<file path="src/rtl/uart_cmd_pkg.sv">
// Shared constants and types for the UART command bridge.
//   OP_*   : host opcode bytes
//   RSP_*  : status bytes returned to the host
//   state_t: bridge FSM states
package uart_cmd_pkg;

  localparam int unsigned BYTE_W = 8;
  localparam int unsigned WORD_W = 32;

  localparam logic [BYTE_W-1:0] OP_W  = 8'h57;
  localparam logic [BYTE_W-1:0] OP_L  = 8'h4C;
  localparam logic [BYTE_W-1:0] OP_R  = 8'h52;
  localparam logic [BYTE_W-1:0] OP_X  = 8'h58;
  localparam logic [BYTE_W-1:0] RSP_K = 8'h4B;
  localparam logic [BYTE_W-1:0] RSP_E = 8'h45;

  typedef enum logic [2:0] {
    IDLE    = 3'd0,
    ADDR    = 3'd1,
    DATA    = 3'd2,
    EXEC    = 3'd3,
    RD_WAIT = 3'd4,
    RESP    = 3'd5,
    RD_RESP = 3'd6
  } state_t;

  // Opcodes followed by a 4-byte address field.
  function automatic logic has_addr(input logic [BYTE_W-1:0] op);
    return (op == OP_W) || (op == OP_L) || (op == OP_R);
  endfunction

endpackage

</file>
<file path="src/rtl/uart_cmd_shift32.sv">
// 32-bit byte-shift register with a 2-bit byte counter.
//   clr       : clear value and counter
//   shift     : shift din into the low byte
//   q         : current value
//   shifted_c : value q would take on this shift (combinational)
//   last_c    : this shift completes the 4th byte (combinational)
module uart_cmd_shift32
  import uart_cmd_pkg::*;
(
  input  logic              clk,
  input  logic              c_ex_rst,
  input  logic              clr,
  input  logic              shift,
  input  logic [BYTE_W-1:0] din,
  output logic [WORD_W-1:0] q,
  output logic [WORD_W-1:0] shifted_c,
  output logic              last_c
);

  logic [1:0] cnt;

  assign shifted_c = {q[WORD_W-BYTE_W-1:0], din};
  assign last_c    = shift && (cnt == 2'd3);

  always_ff @(posedge clk) begin
    if (c_ex_rst) begin
      q   <= '0;
      cnt <= '0;
    end else if (clr) begin
      q   <= '0;
      cnt <= '0;
    end else if (shift) begin
      q   <= shifted_c;
      cnt <= cnt + 2'd1;
    end
  end

endmodule

</file>
<file path="src/rtl/uart_cmd_bridge.sv">
// UART host command decoder: turns byte frames into single-beat ic0/ic1
// accesses and a user-reset request, and returns status/read data bytes.
//   rx_valid/rx_data          : received bytes from the UART receiver
//   tx_valid/tx_data/tx_ready : bytes to the UART transmitter
//   ic0_*_wr_*, ic0_*_rd_*    : ic0 single-beat write / read master
//   ic0_*_slv_rd_*_3          : ic0 read return
//   ic1_*_wr_*                : ic1 (instruction memory) write master
//   c_user_rst                : one-cycle SoC user-reset request
module uart_cmd_bridge
  import uart_cmd_pkg::*;
#(
  parameter int unsigned FRAME_TIMEOUT = 1000000,
  parameter int unsigned RD_TIMEOUT    = 255
) (
  input  logic              clk,
  input  logic              c_ex_rst,
  input  logic              rx_valid,
  input  logic [BYTE_W-1:0] rx_data,
  input  logic              tx_ready,
  output logic              tx_valid,
  output logic [BYTE_W-1:0] tx_data,
  output logic              ic0_c_axi_mst_wr_valid,
  output logic [WORD_W-1:0] ic0_axi_mst_wr_addr,
  output logic [WORD_W-1:0] ic0_axi_mst_wr_data,
  output logic              ic0_c_axi_mst_rd_valid,
  output logic [WORD_W-1:0] ic0_axi_mst_rd_addr,
  input  logic              ic0_c_axi_slv_rd_ready_3,
  input  logic [WORD_W-1:0] ic0_axi_slv_rd_data_3,
  output logic              ic1_c_axi_mst_wr_valid,
  output logic [WORD_W-1:0] ic1_axi_mst_wr_addr,
  output logic [WORD_W-1:0] ic1_axi_mst_wr_data,
  output logic              c_user_rst
);

  localparam int unsigned CNT_W = 32;

  state_t            state_q, state_n;
  logic [BYTE_W-1:0] op_q, op_n;
  logic [CNT_W-1:0]  cnt_q, cnt_n;
  logic [WORD_W-1:0] rd_q, rd_n;

  logic              tx_valid_n;
  logic [BYTE_W-1:0] tx_data_n;
  logic              ic0_wr_valid_n, ic1_wr_valid_n, ic0_rd_valid_n, user_rst_n;
  logic [WORD_W-1:0] ic0_wr_addr_n, ic0_wr_data_n, ic0_rd_addr_n;
  logic [WORD_W-1:0] ic1_wr_addr_n, ic1_wr_data_n;

  logic              sh_clr, addr_shift, data_shift;
  logic [WORD_W-1:0] addr_q, addr_shifted_c, data_q, data_shifted_c;
  logic              addr_last_c, data_last_c;

  uart_cmd_shift32 u_addr (
    .clk       (clk),
    .c_ex_rst  (c_ex_rst),
    .clr       (sh_clr),
    .shift     (addr_shift),
    .din       (rx_data),
    .q         (addr_q),
    .shifted_c (addr_shifted_c),
    .last_c    (addr_last_c)
  );

  uart_cmd_shift32 u_data (
    .clk       (clk),
    .c_ex_rst  (c_ex_rst),
    .clr       (sh_clr),
    .shift     (data_shift),
    .din       (rx_data),
    .q         (data_q),
    .shifted_c (data_shifted_c),
    .last_c    (data_last_c)
  );

  // Next-state and registered-output logic. Strobes are computed on the
  // transition into EXEC so the registered strobe is high during EXEC.
  always_comb begin
    state_n        = state_q;
    op_n           = op_q;
    cnt_n          = cnt_q;
    rd_n           = rd_q;
    tx_valid_n     = tx_valid;
    tx_data_n      = tx_data;
    ic0_wr_valid_n = 1'b0;
    ic1_wr_valid_n = 1'b0;
    ic0_rd_valid_n = 1'b0;
    user_rst_n     = 1'b0;
    ic0_wr_addr_n  = ic0_axi_mst_wr_addr;
    ic0_wr_data_n  = ic0_axi_mst_wr_data;
    ic0_rd_addr_n  = ic0_axi_mst_rd_addr;
    ic1_wr_addr_n  = ic1_axi_mst_wr_addr;
    ic1_wr_data_n  = ic1_axi_mst_wr_data;
    sh_clr         = 1'b0;
    addr_shift     = 1'b0;
    data_shift     = 1'b0;

    case (state_q)
      IDLE: begin
        if (rx_valid) begin
          op_n  = rx_data;
          cnt_n = '0;
          if (has_addr(rx_data)) begin
            state_n = ADDR;
            sh_clr  = 1'b1;
          end else if (rx_data == OP_X) begin
            state_n    = EXEC;
            user_rst_n = 1'b1;
          end else begin
            state_n    = RESP;
            tx_valid_n = 1'b1;
            tx_data_n  = RSP_E;
          end
        end
      end

      ADDR: begin
        if (rx_valid) begin
          addr_shift = 1'b1;
          cnt_n      = '0;
          if (addr_last_c) begin
            if (op_q == OP_R) begin
              state_n        = EXEC;
              ic0_rd_valid_n = 1'b1;
              ic0_rd_addr_n  = addr_shifted_c;
            end else begin
              state_n = DATA;
            end
          end
        end else begin
          cnt_n = cnt_q + CNT_W'(1);
          if (cnt_n == CNT_W'(FRAME_TIMEOUT)) begin
            state_n = IDLE;
            cnt_n   = '0;
          end
        end
      end

      DATA: begin
        if (rx_valid) begin
          data_shift = 1'b1;
          cnt_n      = '0;
          if (data_last_c) begin
            state_n = EXEC;
            if (op_q == OP_W) begin
              ic0_wr_valid_n = 1'b1;
              ic0_wr_addr_n  = addr_q;
              ic0_wr_data_n  = data_shifted_c;
            end else begin
              ic1_wr_valid_n = 1'b1;
              ic1_wr_addr_n  = addr_q;
              ic1_wr_data_n  = data_shifted_c;
            end
          end
        end else begin
          cnt_n = cnt_q + CNT_W'(1);
          if (cnt_n == CNT_W'(FRAME_TIMEOUT)) begin
            state_n = IDLE;
            cnt_n   = '0;
          end
        end
      end

      EXEC: begin
        cnt_n = '0;
        if (op_q == OP_R) begin
          state_n = RD_WAIT;
        end else begin
          state_n    = RESP;
          tx_valid_n = 1'b1;
          tx_data_n  = RSP_K;
        end
      end

      // Ready wins over a coincident timeout.
      RD_WAIT: begin
        cnt_n = cnt_q + CNT_W'(1);
        if (ic0_c_axi_slv_rd_ready_3) begin
          state_n    = RD_RESP;
          cnt_n      = '0;
          tx_valid_n = 1'b1;
          tx_data_n  = ic0_axi_slv_rd_data_3[WORD_W-1 -: BYTE_W];
          rd_n       = {ic0_axi_slv_rd_data_3[WORD_W-BYTE_W-1:0], BYTE_W'(0)};
        end else if (cnt_n == CNT_W'(RD_TIMEOUT)) begin
          state_n    = RESP;
          cnt_n      = '0;
          tx_valid_n = 1'b1;
          tx_data_n  = RSP_E;
        end
      end

      RESP: begin
        if (tx_valid && tx_ready) begin
          state_n    = IDLE;
          tx_valid_n = 1'b0;
          tx_data_n  = '0;
        end
      end

      // rd_q holds the bytes still to send, next one in the top byte.
      RD_RESP: begin
        if (tx_valid && tx_ready) begin
          if (cnt_q == CNT_W'(3)) begin
            state_n    = IDLE;
            cnt_n      = '0;
            tx_valid_n = 1'b0;
            tx_data_n  = '0;
          end else begin
            cnt_n     = cnt_q + CNT_W'(1);
            tx_data_n = rd_q[WORD_W-1 -: BYTE_W];
            rd_n      = {rd_q[WORD_W-BYTE_W-1:0], BYTE_W'(0)};
          end
        end
      end

      default: state_n = IDLE;
    endcase
  end

  // State, datapath and output registers.
  always_ff @(posedge clk) begin
    if (c_ex_rst) begin
      state_q                <= IDLE;
      op_q                   <= '0;
      cnt_q                  <= '0;
      rd_q                   <= '0;
      tx_valid               <= 1'b0;
      tx_data                <= '0;
      ic0_c_axi_mst_wr_valid <= 1'b0;
      ic0_axi_mst_wr_addr    <= '0;
      ic0_axi_mst_wr_data    <= '0;
      ic0_c_axi_mst_rd_valid <= 1'b0;
      ic0_axi_mst_rd_addr    <= '0;
      ic1_c_axi_mst_wr_valid <= 1'b0;
      ic1_axi_mst_wr_addr    <= '0;
      ic1_axi_mst_wr_data    <= '0;
      c_user_rst             <= 1'b0;
    end else begin
      state_q                <= state_n;
      op_q                   <= op_n;
      cnt_q                  <= cnt_n;
      rd_q                   <= rd_n;
      tx_valid               <= tx_valid_n;
      tx_data                <= tx_data_n;
      ic0_c_axi_mst_wr_valid <= ic0_wr_valid_n;
      ic0_axi_mst_wr_addr    <= ic0_wr_addr_n;
      ic0_axi_mst_wr_data    <= ic0_wr_data_n;
      ic0_c_axi_mst_rd_valid <= ic0_rd_valid_n;
      ic0_axi_mst_rd_addr    <= ic0_rd_addr_n;
      ic1_c_axi_mst_wr_valid <= ic1_wr_valid_n;
      ic1_axi_mst_wr_addr    <= ic1_wr_addr_n;
      ic1_axi_mst_wr_data    <= ic1_wr_data_n;
      c_user_rst             <= user_rst_n;
    end
  end

endmodule
</file>
<file path="config.mk">
export PLATFORM = sky130hd
export DESIGN_NAME = uart_cmd_bridge
export DESIGN_NICKNAME = d
export VERILOG_FILES = /design/src/rtl/uart_cmd_pkg.sv /design/src/rtl/uart_cmd_shift32.sv /design/src/rtl/uart_cmd_bridge.sv
export SDC_FILE = /design/constraint.sdc
export NUM_CORES = 1
export LEC_CHECK = 0
export CAP_MARGIN = 10
export CORE_MARGIN = 4
export CORE_UTILIZATION = 45
export CTS_CLUSTER_SIZE = 8
export DETAILED_ROUTE_END_ITERATION = 16
export PLACE_DENSITY = 0.73
export SLEW_MARGIN = 40
export SYNTH_ARGS = -nofsm -noshare
export SYNTH_HDL_FRONTEND = slang
export SYNTH_SLANG_ARGS = --single-unit
</file>
<file path="constraint.sdc">
create_clock -name clk -period 3.4 [get_ports clk]
set_clock_uncertainty 0.1 [all_clocks]
set_input_delay 0.34 -clock clk [delete_from_list [all_inputs] [get_ports clk]]
set_output_delay 0.34 -clock clk [all_outputs]
set_load 0.02 [all_outputs]
</file>
# Word level (Yosys, flattened, before mapping)
# Index checks and enable logic that the tools add are counted.
[totals]
ff_bits = 308
output_inout_bits = 173
word_cells = 139
[op_classes]
n_addsub = 3
n_eq_ne = 29
muxes = 58
n_bitwise = 7
reduce_logical = 23
[ops]
columns = ["cell", "n"]
rows = [
  ["$mux W32", 10],
  ["$pmux W32 S5", 1],
  ["$mux W8", 9],
  ["$pmux W32 S2", 1],
  ["$eq A8 B7 Y1 const B", 6],
  ["$pmux W8 S5", 1],
  ["$mux W3", 13],
  ["$add A32 B1 Y32 const B", 1],
  ["$eq A32 B2 Y1 const B", 1],
  ["$eq A32 B20 Y1 const B", 1],
  ["$eq A32 B8 Y1 const B", 1],
  ["$mux W1", 21],
  ["$pmux W3 S7", 1],
  ["$ne A2 B2 Y1 const B", 9],
  ["$reduce_and A4 Y1", 4],
  ["$reduce_or A4 Y1", 3],
  ["$reduce_bool A5 Y1", 2],
  ["$eq A3 B3 Y1 const B", 3],
  ["$ne A3 B3 Y1 const B", 3],
  ["$reduce_and A9 Y1", 1],
  ["$reduce_and A8 Y1", 1],
  ["$not A1 Y1", 7],
  ["$reduce_and A7 Y1", 1],
  ["$eq A3 B2 Y1 const B", 2],
  ["other kinds (11)", 17],
]

# Depth between registers and ports, before layout
# Gate-level depths: netlist of run 1.
[logic_depth]
ltp_word = 7
mapped_depth = 13

# Hierarchy
# From an unflattened synthesis of run 1, not the netlist that was laid out.
[unflattened]
hier_cells = 1576
area_unflattened_um2 = 13100.1
[modules_own_cells]
columns = ["module", "instances", "cells_per_inst", "area_per_inst_um2", "seq_area_each_um2"]
rows = [
  ["uart_cmd_bridge", 1, 1286, 10067.2, 4804.6],
  ["uart_cmd_shift32", 2, 145, 1516.5, 680.7],
]

# Worst setup path after synthesis of run 1
# Ideal clock, no wire load.
[synth_timing]
kind = "register -> register"
start = "register cnt_q[1]"
end = "register cnt_q[19]"
setup_ps = 132
arrival_ps = 3344
required_ps = 3168
slack_ps = -176
stages_incl_launch_ff = 13
n_path_buf = 2
synth_period_minus_slack_ps = 3576
path_cell_list = "dfxtp_1 -> ha_1 -> nand3_1 -> or4_1 -> o21a_1 -> or4_4 -> nor4_2 -> a31oi_1 -> a311o_1 -> buf_2 -> buf_6 -> a22oi_1 -> a21oi_1"
[synth_via]
elab_chain_len = 5
word_cells_on_any_way = 11
classes_between = "add/sub: 1; eq/ne: 3; mux: 7"
[synth_rtl]
columns = ["item", "line_no", "text"]
rows = [
  ["start: declaration", "uart_cmd_bridge.sv:39", "logic [CNT_W-1:0] cnt_q, cnt_n;"],
  ["start signal: assignment", "uart_cmd_bridge.sv:239", "cnt_q <= cnt_n;"],
  ["$add A32 B1 Y32", "--", ""],
  ["$eq A32 B8 Y1 or $eq A32 B20 Y1 (tied branches)", "uart_cmd_bridge.sv:182, uart_cmd_bridge.sv:130, uart_cmd_bridge.sv:155", ""],
  ["$mux W32 (on tied branches)", "uart_cmd_bridge.sv:182, uart_cmd_bridge.sv:130, uart_cmd_bridge.sv:155", ""],
  ["$mux W32 (on tied branches)", "uart_cmd_bridge.sv:176, uart_cmd_bridge.sv:116", ""],
  ["$pmux W32 S5 *", "uart_cmd_bridge.sv:96", "case (state_q)"],
]
# Mark *: on every way between the ends. The rest lies on a longest branch, timed or not. The select of a mux whose other input is x is not followed.
# A chain may end at the register's enable or synchronous reset.

# Worst setup path after layout of run 1
[layout_timing]
start = "register cnt_q[0]"
end = "register cnt_q[12]"
# Same word-level chain as after synthesis.

==> summary by stage, run 1 <==
Worst setup path
The endpoint identified for the worst register-to-register timing path is cnt_q[12]. The required time of the worst setup path is 3.67 ns. The cell that appears most often on the critical path is or4_4. The number of cells on the worst reg-to-reg path is 11. The critical path in this run is classified as reg -> reg.

The end of the critical path is cnt_q[12]. The cell type of the slowest stage on the worst timing path is or4_4. Of all nets on the critical path, the largest fanout is 25.

The critical path goes through ha_4 > nand3_4 > or4_4 > o21a_1 > or4_4 > and4b_1 > nand4_1 > a311o_2 > buf_12 > a31oi_1 > a21oi_1. The sum of buffers and inverters on the critical path is 1. The worst setup path is launched from a flip-flop. The largest single stage delay on the critical path is 0.51 ns. STA puts the critical path data arrival time at ~3.6 ns. Tracing the worst setup path back leads to its startpoint at cnt_q[0]. In this run the critical register-to-register path is launched from cnt_q[0].

The critical path runs through a total of 11 cells. The dominant delay contributor by cell family on the critical path is simple AND/OR/NAND/NOR gates. The worst setup path is captured at a flip-flop.

In this run the register-to-register setup slack is 0.04 ns.

STA
Setup repair after global routing could not meet its margin everywhere. The minimum clock period is 3.359 ns. Setup violations remaining at the end of the flow were counted as 0. For the pin with the worst max-slew slack, the measured transition is 0.7124 ns.

The final hold violation count is 0. The max-slew violation count came to 0. Derived from the worst setup path, the maximum achievable clock frequency is ~300 MHz. Of the available clock period, the critical path in the final layout requires 0.9880. Headroom to the max-slew limit came out at 0.5207.

Die
The total number of placement rows is 60. The horizontal die dimension is ~170 um. The area of the die is 0.03013 mm^2. The height of the chip is approximately 170 um. The area inside the core boundary is approximately 0.027 mm^2. The number of ports placed on the die boundary is approximately 220.

For this configuration, the core starts out at a cell density of 0.4578.

Synthesis
The count of yosys warnings during synthesis is 0. The number of nets handed over by synthesis was 1668. In the synthesized netlist the dominant register cell turns out to be dfxtp_1. The share of synthesized area in the top cell type comes to 0.4868. The share of synthesized area occupied by flip-flops and latches is 0.4868. Sorting the synthesized cells by area gives the leading types as dfxtp_1, nand2_1, a21oi_1. The synthesized design contains 300 register bits. The synthesized netlist occupies a cell area of about 0.012 mm^2. The average cell area after synthesis is 7.620 um^2. Synthesis produced a netlist whose cell count is 1619. The post-synthesis async set-or-reset flop share is 0. The dominant cell type by area after synthesis is dfxtp_1. The synthesized netlist contains 63 unique library cells. The number of enable flip-flop cells after synthesis is 0.

Detailed routing
The detailed router finished its first iteration with between 900 and 1000 violations. Summed over all layers, the routed wires come to 37910 um. The number of remaining DRC errors is 0.

Routed signal wires occupy layers up through met4. The post-detailed-route via-to-cell ratio is roughly 5.5. The remaining antenna violation count is 0. For this block, wires on met1 add up to approximately 16000 um. After detailed routing, the met2 layer carries 18370 um of wire. The met3 wirelength from detailed routing is 2500 um. Dividing the detail-routed wire length by the instance count gives 17.44 um.

The first-pass iteration count of the detailed router is 5. The number of vias after detailed routing is ~12000.

Placed design
In this run the tool buffered the top-level ports with 217 buffer cells. The placer congestion estimate is 0.8943. The number of placed instances with taps included is 2123. In this run the cell area measured after placement is 0.01514 mm^2. The post-DP HPWL is 25070 um.

GRT
The first global-routing pass estimated around 61000 um of wire. The overall track demand over capacity in global routing is 0.2399. The number of global-route vias before repair is 11617. Entering global routing, the biggest net connects 89 pins. The initial antenna violation count is 0. After global routing the overflow that remains totals 0.

Pwr
The net switching power figure is 0.002619 W. Of the total power, the clock network draws 0.404. The share of total power dissipated in combinational logic is 0.175. VDD sags by at most 452.7 uV. Internal power comes to 0.006573 W.

The fraction of power spent switching nets is 0.2849. Summed over all cells, the static leakage comes to between 5 and 6 nW. The power density normalized to cell area is 558.9 mW/mm^2. The sequential fraction of design power is 0.421.

Finish
The area growth from synthesis to layout is 33.32%. For this run, the share of the core covered by cells in the final layout is 0.6103. The most common cell after layout, fill and taps aside is nand2_1. The net count of the finished layout is 1878. The final standard cell count with taps included and fillers excluded is 2174. Once layout is done, the placed cells without fillers occupy 0.01645 mm^2.

The number of antenna repair diodes is 0. Of the cells placed in the final design, the portion with a size suffix greater than 1 is 0.08947. In the layout the commonest cells are nand2_1, dfxtp_1, a21oi_1, clkdlybuf4s50_1, buf_4.

Clock tree
The clock-pin slew reported for the worst setup and hold paths after clock tree synthesis is 0.05 ns. The CTS root buffer is clkbuf_16. The number of clock buffers inserted by TritonCTS is 43. The depth of the CTS H-tree is 2. In this run the deepest clock path goes through 3 buffers. The worst-skew pair later-pin latency is around 0.52 ns. Buffers inserted to repair hold after CTS numbered 0.

The TritonCTS clock tree is yes. Counting every sink on the clock net gives 300.

Run
The number of max-cap violations is 0.

Status
The flow ran to the end, and the final reports show no timing, DRC or antenna violations.

Worst hold path
The path class of the tightest hold or removal check is in -> reg.
## how the worst min path moves through the flow
stage	startpoint	end	slack, ns	depth (start not counted)
after global placement	op_q[1]	op_q[1]	0.34	2
final	c_ex_rst	rd_q[13]	0.18	2
after detailed placement	ic1_axi_mst_wr_addr[2]	ic1_axi_mst_wr_addr[2]	0.35	2
after global routing	c_ex_rst	rd_q[15]	0.23	2
after floorplan	op_q[1]	op_q[1]	0.33	2
after CTS	c_ex_rst	rd_q[13]	0.19	2
## state kept, by name (all words and copies together) (netlist names), 2 cells and up
| register | count |
|---|---|
| cnt_q | 32 |
| ic0_axi_mst_wr_data | 32 |
| ic1_axi_mst_wr_data | 32 |
| ic1_axi_mst_wr_addr | 32 |
| ic0_axi_mst_wr_addr | 32 |
| ic0_axi_mst_rd_addr | 32 |
| op_q | 8 |
| u_addr.cnt | 2 |
| u_addr.q | 32 |
| state_q | 3 |
| tx_data | 8 |
| u_data.q | 24 |
| u_data.cnt | 2 |
| rd_q | 24 |
## cell usage after synthesis, types with 8 or more instances
library cell and number:
nand4_1 21, o21ai_0 22, a21oi_1 253, mux2i_1 17, nand2b_1 8, dfxtp_1 300, a31oi_1 14, inv_1 11
nor3_1 28, xnor2_1 9, or3_1 10, nand2_1 518, a211oi_1 27, nor4_1 21, nor2_1 74, a22oi_1 17
and2_1 8, clkbuf_1 120, buf_2 9, nand3_1 39
## per-stage QoR
step / setup WS, ns / setup TNS, ns / hold slack (ns) / power [W]
finish: 0.04095 / 0 / 0.1847 / 0.009192
global route: -0.06359 / -0.3476 / 0.2309 / 0.009599
CTS: 0.001189 / 0 / 0.1938 / 0.009173
detailed placement: 0.02206 / 0 / 0.3463 / 0.005451
global placement: 0.02931 / 0 / 0.3394 / 0.005414
floorplan: 0.05132 / 0 / 0.3315 / 0.004927
## area by class of cell
type                       instances  area (um^2)
multi-input combinational       1174         5941
inverter                          11        41.29
sequential                       300         6010
clock buffer                      46         1097
fill                            2358        10500
tap                              341        426.7
clock inverter                     3        55.05
timing repair buffer             299         2877
## per-layer routing
layer,GRT usage,vias up
met2,0.4045,407
met1,0.3119,5682
li1,-,5905
met4,0.07720,0
met3,0.04580,69
met5,0,-
## kinds of logic after synthesis
group                    synth area share
AND/OR/NAND/NOR                    0.2711
AO/OA/AOI/OAI                      0.1701
flip-flops                         0.4868
buffers and inverters             0.04564
multiplexers                      0.01379
XOR/XNOR                         0.008520
adder cells (fa/ha/maj)          0.004057
## power groups by stage
stage          clock [W]  sequential (W)  combinational (W)
6_report         0.00372         0.00387            0.00161
3_5_place_dp           0         0.00394            0.00152
4_1_cts          0.00378         0.00387            0.00152
3_3_place_gp           0         0.00392            0.00149
5_1_grt          0.00394         0.00389            0.00177
2_1_floorplan          0         0.00393           0.000994
## what timing repair did
item | 4_1_cts | 5_1_grt
gates cloned | 0 | 1
pin swaps | 0 | 3
resized for setup | 1 | 23
endpoints found under the setup margin | 2 | 43
setup buffers | 0 | 1
(Power assumes the default switching activity.)
==> inputs of run 2 (changes only) <==
- GPL_TIMING_DRIVEN: not set -> 0
- SETUP_SLACK_MARGIN: not set -> 0.3
==> run 2 against run 1 <==
Against the previous run:
- largest power group unchanged
- critical path type unchanged
- the run now ends with negative setup slack left
- first-iteration DRC count is 13% higher
- combinational power is 22% higher
- setup slack worse by 0.099 ns
- non-clock buffer count is 83 higher
==> summary by stage, run 2 (same netlist as run 1, synthesis figures left out) <==
Die
The horizontal die dimension was 173.6 um (unchanged). The total number of placement rows is 60 (unchanged). The height of the chip is 173.6 um (unchanged).

The area of the die is 0.03013 mm^2 (unchanged). The number of ports placed on the die boundary came to 218 (unchanged). The effective utilization at floorplan came to 0.4578 (unchanged). The area inside the core boundary is 0.02695 mm^2 (unchanged).

Detailed routing
The post-detailed-route via-to-cell ratio is 5.668 (+2.1%). The DRC violation total after the first TritonRoute iteration is 1107 (+13%). The average routed wire per standard cell is 18.34 um (+5.2%).

The remaining antenna violation count came to 0 (unchanged). The first-pass iteration count of the detailed router came to 6 (+1). The number of vias after detailed routing was 12798 (+6.1%). The total wire length came to 41410 um (+9.2%). The number of remaining DRC errors is 0 (unchanged).

Clock tree
The clock-pin slew reported for the worst setup and hold paths after clock tree synthesis is 0.05 ns (about the same). The worst-skew pair later-pin latency is 0.54 ns (+0.02 ns). The TritonCTS sink count was 300 (unchanged). The depth of the CTS H-tree came to 2 (unchanged). The number of buffers on the longest clock path was 3 (unchanged). The number of clock buffers inserted by TritonCTS came to 43 (unchanged).

The CTS root buffer is clkbuf_16. The TritonCTS clock tree is yes.

Finish
The area growth from synthesis to layout is 36.24%. Leaving out fill and tap cells, the most frequent cells in the layout are nand2_1, dfxtp_1, a21oi_1, clkdlybuf4s50_1, clkbuf_1. The layout net count is 1961 (+4.4%).

The utilization after layout was 0.6236 (+0.01337). The area of all sequential standard cells was 0.006027 mm^2 (+0.29%). The fraction of final layout cells with drive strength greater than 1 is 0.09290 (+0.003431). The summed area of non-filler cells in the final layout came to 0.01681 mm^2 (+2.2%). The combined area of the multi-input logic cells was 0.006087 mm^2 (+2.5%). Leaving out fill and tap cells, the most frequent cell in the layout is nand2_1. The number of fill cells in the layout is 2309 (-2.1%).

Worst setup path
The critical path data arrival time came to 3.75 ns (+0.12 ns). The maximum fanout count along the critical path is 10 (-60%). STA classifies the critical path startpoint as a flip-flop. The cell type of the slowest stage on the worst timing path is or4_4. The reg-to-reg setup timing slack is -0.06 ns (-0.10 ns). The peak per-stage delay on the critical path is 0.56 ns (+0.05 ns). The worst setup path is of the reg -> reg kind. Walking the worst path, the cells encountered are ha_4 > nand3_4 > or4_4 > o21a_1 > or4_4 > nor4_4 > a31oi_4 > a311o_1 > buf_6 > buf_12 > a22oi_2 > a21oi_1. The required time of the worst setup path came to 3.69 ns (+0.02 ns).

The most common cell type on the critical path is or4_4. The worst setup path is captured at a flip-flop.

Pwr
The reported leakage power came to 5.674 nW (+1.4%). The worst voltage drop across the vdd grid is 311.9 uV (-31%). The power density normalized to cell area is 569.2 mW/mm^2 (+1.9%). The power after layout came to 0.009567 W (+4.1%).

Placed design
The total of buffers placed on input and output ports is 211 (-2.8%). The placer congestion estimate is 0.9566 (+7.0%). The total placed instance area is 0.01498 mm^2 (-1.1%). The post-DP HPWL is 28750 um (+15%).

GRT
The initial antenna violation count came to 1 (+1). The total overflow reported by the global router is 0 (unchanged). The first-pass GRT wire length was 65250 um (+6.8%). The overall track demand over capacity in global routing is 0.2612 (+0.02125).

The number of global-route vias before repair is 12356 (+6.4%). The maximum number of pins on one net before global-route repair is 13 (-85%).

STA
The worst hold slack was 0.1678 ns (-0.01696 ns). The final hold violation count is 0 (unchanged). The highest clock frequency the design can meet is 289.2 MHz (-2.9%). The ratio of final minimum period to clock period is 1.017 (+0.02922). The transition time at the pin with the least slew margin is 0.9570 ns (+0.2446 ns).

The setup slack of the critical path after layout is -0.05839 ns (-0.09934 ns). The setup TNS came to -0.5390 ns (-0.5390 ns). Setup repair after global routing could not meet its margin everywhere.

The max-slew violation count is 0 (unchanged). The worst slew slack as a fraction of its limit is 0.3606 (-0.1600). The minimum clock period is 3.458 ns (+0.09934 ns). The count of final setup violators is 20 (+20).

Worst hold path
The path class of the lowest-slack min-delay path is in -> reg.

Run
The number of max-cap violations is 0 (unchanged).

Status
The run finished, with violations left. The checks that failed: negative setup slack.
## run 2: cell count changes in the layout (fill, tap and decap cells not counted), sizes merged
cell	delta
clkdlybuf4s50	-5
clkbuf	+118
diode	+1
buf	-30
## run 2: where the power goes
| part | internal (W) | switching [W] | total [W] | leakage (nW) |
|---|---|---|---|---|
| logic | 0.000707 | 0.00126 | 0.00197 | 2.68 |
| clock network | 0.00228 | 0.00148 | 0.00376 | 0.568 |
| registers | 0.00371 | 0.000126 | 0.00384 | 2.43 |
| total | 0.00670 | 0.00287 | 0.00957 | 5.67 |
## run 2: path summary, 6_finish.rpt
check                     startpoint                 endpoint  depth (start not counted)
min                       rx_data[0]              u_addr.q[0]                          3
max reg2reg                 cnt_q[0]                cnt_q[19]                         12
max                         cnt_q[0]                cnt_q[19]                         12
min reg2reg  ic1_axi_mst_wr_data[23]  ic1_axi_mst_wr_data[23]                          2
## run 2: stage by stage
stage | setup WS (ns) | instances
2_1_floorplan | 0.2263 | 1619
3_3_place_gp | -0.7191 | 2171
3_5_place_dp | -0.4582 | 2172
4_1_cts | -0.05805 | 2241
5_1_grt | -0.1614 | 2258
6_report | -0.05839 | 2258
## run 2: critical path, delay by kind of cell (launching register included)
family / cells / cell delay (ns)
AOI/OAI and AO/OA: 5 / 0.94
adders and majority gates: 1 / 0.16
DFF: 1 / 0.36
and+or+nand+nor: 4 / 1.43
buffers and inverters: 2 / 0.30
## run 2: routing by layer
layer / up-vias / global-route usage / share of wire
met3: 96 / 0.05234 / 0.071
met4: 0 / 0.1059 / 0.034
met1: 6128 / 0.3473 / 0.44
met5: - / 0 / 0
met2: 498 / 0.4187 / 0.46
li1: 6076 / - / -
## run 2: layout make-up
cell class / instances / share of cell area
clock buffers: 46 / 0.06588
diodes: 1 / 0.0001489
repair buffers: 248 / 0.1442
clock inverters: 3 / 0.003276
multi-input cells: 1174 / 0.3622
well taps: 341 / 0.02539
flip-flops and latches: 300 / 0.3586
plain buffers: 134 / 0.03789
inverters: 11 / 0.002457
## run 2: repair_timing
action,4_1_cts,5_1_grt
hold buffers,0,0
setup buffers,20,15
pin swaps,13,17
gates resized for setup,52,62
gates cloned,0,0
hold endpoints to repair,0,0
endpoints found under the setup margin,52,140
==> inputs of run 3 (changes only) <==
- PLACE_DENSITY: 0.73 -> 0.7
- clock period: 3.4 -> 3.6 ns (I/O delays scaled with it)
==> run 3 against run 2 <==
Against the previous run:
- the flow now finishes without violations
- setup slack better by 0.17 ns
- die area stayed put
- power is 6.2% lower
- via count is 0.81% lower
- register-to-register slack better by 0.17 ns
- core utilization is 0.64 points lower
- count of clock-buffer cells in the layout is 2 higher
- fmax is 0.98% lower
- critical path depth stayed put
- final area is 1.0% lower
- critical path type unchanged
- critical endpoint is now cnt_q[27]
==> summary by stage, run 3 (same netlist as run 1, synthesis figures left out) <==
STA
Setup repair after global routing could not meet its margin everywhere. The final hold violation count is 0 (unchanged). The highest clock frequency the design can meet is 286.3 MHz (-0.98%).

The minimum clock period came to 3.493 ns (+0.03417 ns). The count of final setup violators is 0 (-100%). The ratio of final minimum period to clock period came to 0.9702 (-0.04702). The max-slew violation count is 0 (unchanged). The setup slack of the critical path after layout is 0.1074 ns (+0.1658 ns). The transition time at the pin with the least slew margin is 0.8512 ns (-0.1057 ns). The worst slew slack as a fraction of its limit was 0.4325 (+0.07187).

GRT
The first-pass GRT wire length is 64750 um (-0.76%). The total overflow reported by the global router was 0 (unchanged). The number of global-route vias before repair was 12127 (-1.9%).

The maximum number of pins on one net before global-route repair is 13 (unchanged). The overall track demand over capacity in global routing is 0.2607 (-0.0005203). The initial antenna violation count is 0 (-1).

Pwr
The portion of total power attributed to combinational logic was 0.201 (-0.005). The power density normalized to cell area is 539.4 mW/mm^2 (-5.2%). The reported leakage power was 5.601 nW (-1.3%). The sequential fraction of design power was 0.405 (+0.004). The power after layout is 0.008973 W (-6.2%). The worst voltage drop across the vdd grid is 342.9 uV (+9.9%). The net switching power figure is 0.002678 W (-6.5%). The internal portion of total power is 0.006295 W (-6.1%).

The share of power burned in the clock network is 0.394 (about the same). The fraction of power spent switching nets came to 0.2985 (-0.001065).

Clock tree
The TritonCTS sink count is 300 (unchanged). The clock-pin slew reported for the worst setup and hold paths after clock tree synthesis is 0.05 ns (about the same). The number of buffers on the longest clock path is 3 (unchanged). The depth of the CTS H-tree is 2 (unchanged).

TritonCTS built the clock tree. The cell sitting at the root of the clock tree is a clkbuf_16. The worst-skew pair later-pin latency is 0.54 ns (about the same). The number of hold buffers added after cts is 0 (unchanged).

The number of clock buffers inserted by TritonCTS is 43 (unchanged).

Finish
The layout net count is 1957 (-0.20%). Leaving out fill and tap cells, the most frequent cells in the layout are nand2_1, dfxtp_1, a21oi_1, clkdlybuf4s50_1, clkbuf_1. Leaving out fill and tap cells, the most frequent cell in the layout is nand2_1. The utilization after layout came to 0.6173 (-0.006360). Relative to the synthesized area, the layout overhead comes to 34.85%. The number of antenna repair diodes was 0 (-1). The final standard cell count with taps included and fillers excluded is 2255 (-0.13%). The summed area of non-filler cells in the final layout is 0.01664 mm^2 (-1.0%). The fraction of final layout cells with drive strength greater than 1 is 0.07941 (-0.01349).

Worst hold path
The path class of the lowest-slack min-delay path is in -> reg.

Run
The number of max-cap violations is 0 (unchanged).

Placed design
The number of placed instances with taps included is 2171 (-0.046%). The total of buffers placed on input and output ports came to 211 (unchanged). The post-place setup slack is -0.3620 ns (+0.09620 ns). The total placed instance area is 0.01496 mm^2 (about the same). The post-DP HPWL came to 28810 um (+0.24%). The placer congestion estimate was 0.9426 (-1.5%).

Detailed routing
The number of vias after detailed routing is 12694 (-0.81%). The remaining antenna violation count is 0 (unchanged). The post-detailed-route via-to-cell ratio is 5.629 (-0.68%). The average routed wire per standard cell came to 18.34 um (about the same).

The total wire length was 41350 um (-0.16%). The DRC violation total after the first TritonRoute iteration is 1108 (+0.090%). The first-pass iteration count of the detailed router was 5 (-1). The number of remaining DRC errors is 0 (unchanged).

Worst setup path
STA classifies the critical path startpoint as a flip-flop. The critical path data arrival time was 3.77 ns (+0.02 ns). The required time of the worst setup path is 3.88 ns (+0.19 ns). The maximum fanout count along the critical path was 10 (unchanged).

The category of the most critical setup path is reg -> reg. The worst setup path is captured at a flip-flop.

Die
The area inside the core boundary is 0.02695 mm^2 (unchanged). The effective utilization at floorplan is 0.4578 (unchanged). The horizontal die dimension came to 173.6 um (unchanged). The height of the chip is 173.6 um (unchanged). The total number of placement rows was 60 (unchanged).

The area of the die is 0.03013 mm^2 (unchanged). The number of ports placed on the die boundary is 218 (unchanged).

Status
The flow ran to the end, and the final reports show no timing, DRC or antenna violations.
run 3: final timing paths:
check,startpoint,end,slack [ns],cells after the start
worst min-delay path,rx_data[1],ic0_axi_mst_rd_addr[1],0.19,3
worst max-delay path,cnt_q[8],cnt_q[27],0.11,12
worst min register to register,ic1_axi_mst_wr_addr[14],ic1_axi_mst_wr_addr[14],0.35,2
worst max register to register,cnt_q[8],cnt_q[27],0.11,12
run 3: power by group through the flow:
stage | combinational (W) | clock [W] | sequential (W)
after floorplan | 0.000944 | 0 | 0.00371
after global placement | 0.00150 | 0 | 0.00369
after detailed placement | 0.00151 | 0 | 0.00370
after CTS | 0.00160 | 0.00357 | 0.00363
after global routing | 0.00195 | 0.00372 | 0.00365
final | 0.00180 | 0.00354 | 0.00363
run 3: worst max-delay path, stage by stage, from the launching register on:
cell and delay (ns):
dfxtp_1 0.31, clkbuf_8 0.16, nand3_1 0.12, or4_4 0.57
o21a_1 0.20, or4_4 0.51, and4b_1 0.28, nand4_1 0.19
a311o_1 0.36, buf_6 0.16, buf_8 0.13, a22oi_1 0.15
a21oi_1 0.09
run 3: area by class of cell:
cell class	instances	area (um^2)
Fill cell	2371	10310
Clock buffer	48	1095
Inverter	11	41.29
Timing Repair Buffer	244	2385
Sequential cell	300	6025
Buffer	134	614.3
Tap cell	341	426.7
Multi-Input combinational cell	1174	5995
Clock inverter	3	55.05
run 3: metal layers:
metal,global-route usage,routed length [um],up-vias
li1,-,-,6075
met1,0.3433,17730,6048
met2,0.4298,19360,487
met3,0.06238,3258,84
met4,0.07423,1001,0
met5,0,0,-
run 3: what timing repair did:
action	4_1_cts	5_1_grt
setup endpoints to repair	44	52
buffers inserted	17	12
hold endpoints to repair	0	0
gates resized for setup	37	50
pin swaps	10	16
gates cloned	0	3
run 3: through the flow:
step	hold WS, ns	setup TNS (ns)
2_1_floorplan	0.3315	0
5_1_grt	0.1886	0
3_5_place_dp	0.3459	-10.06
6_report	0.1880	0
4_1_cts	0.1745	0
3_3_place_gp	0.3371	-19.24
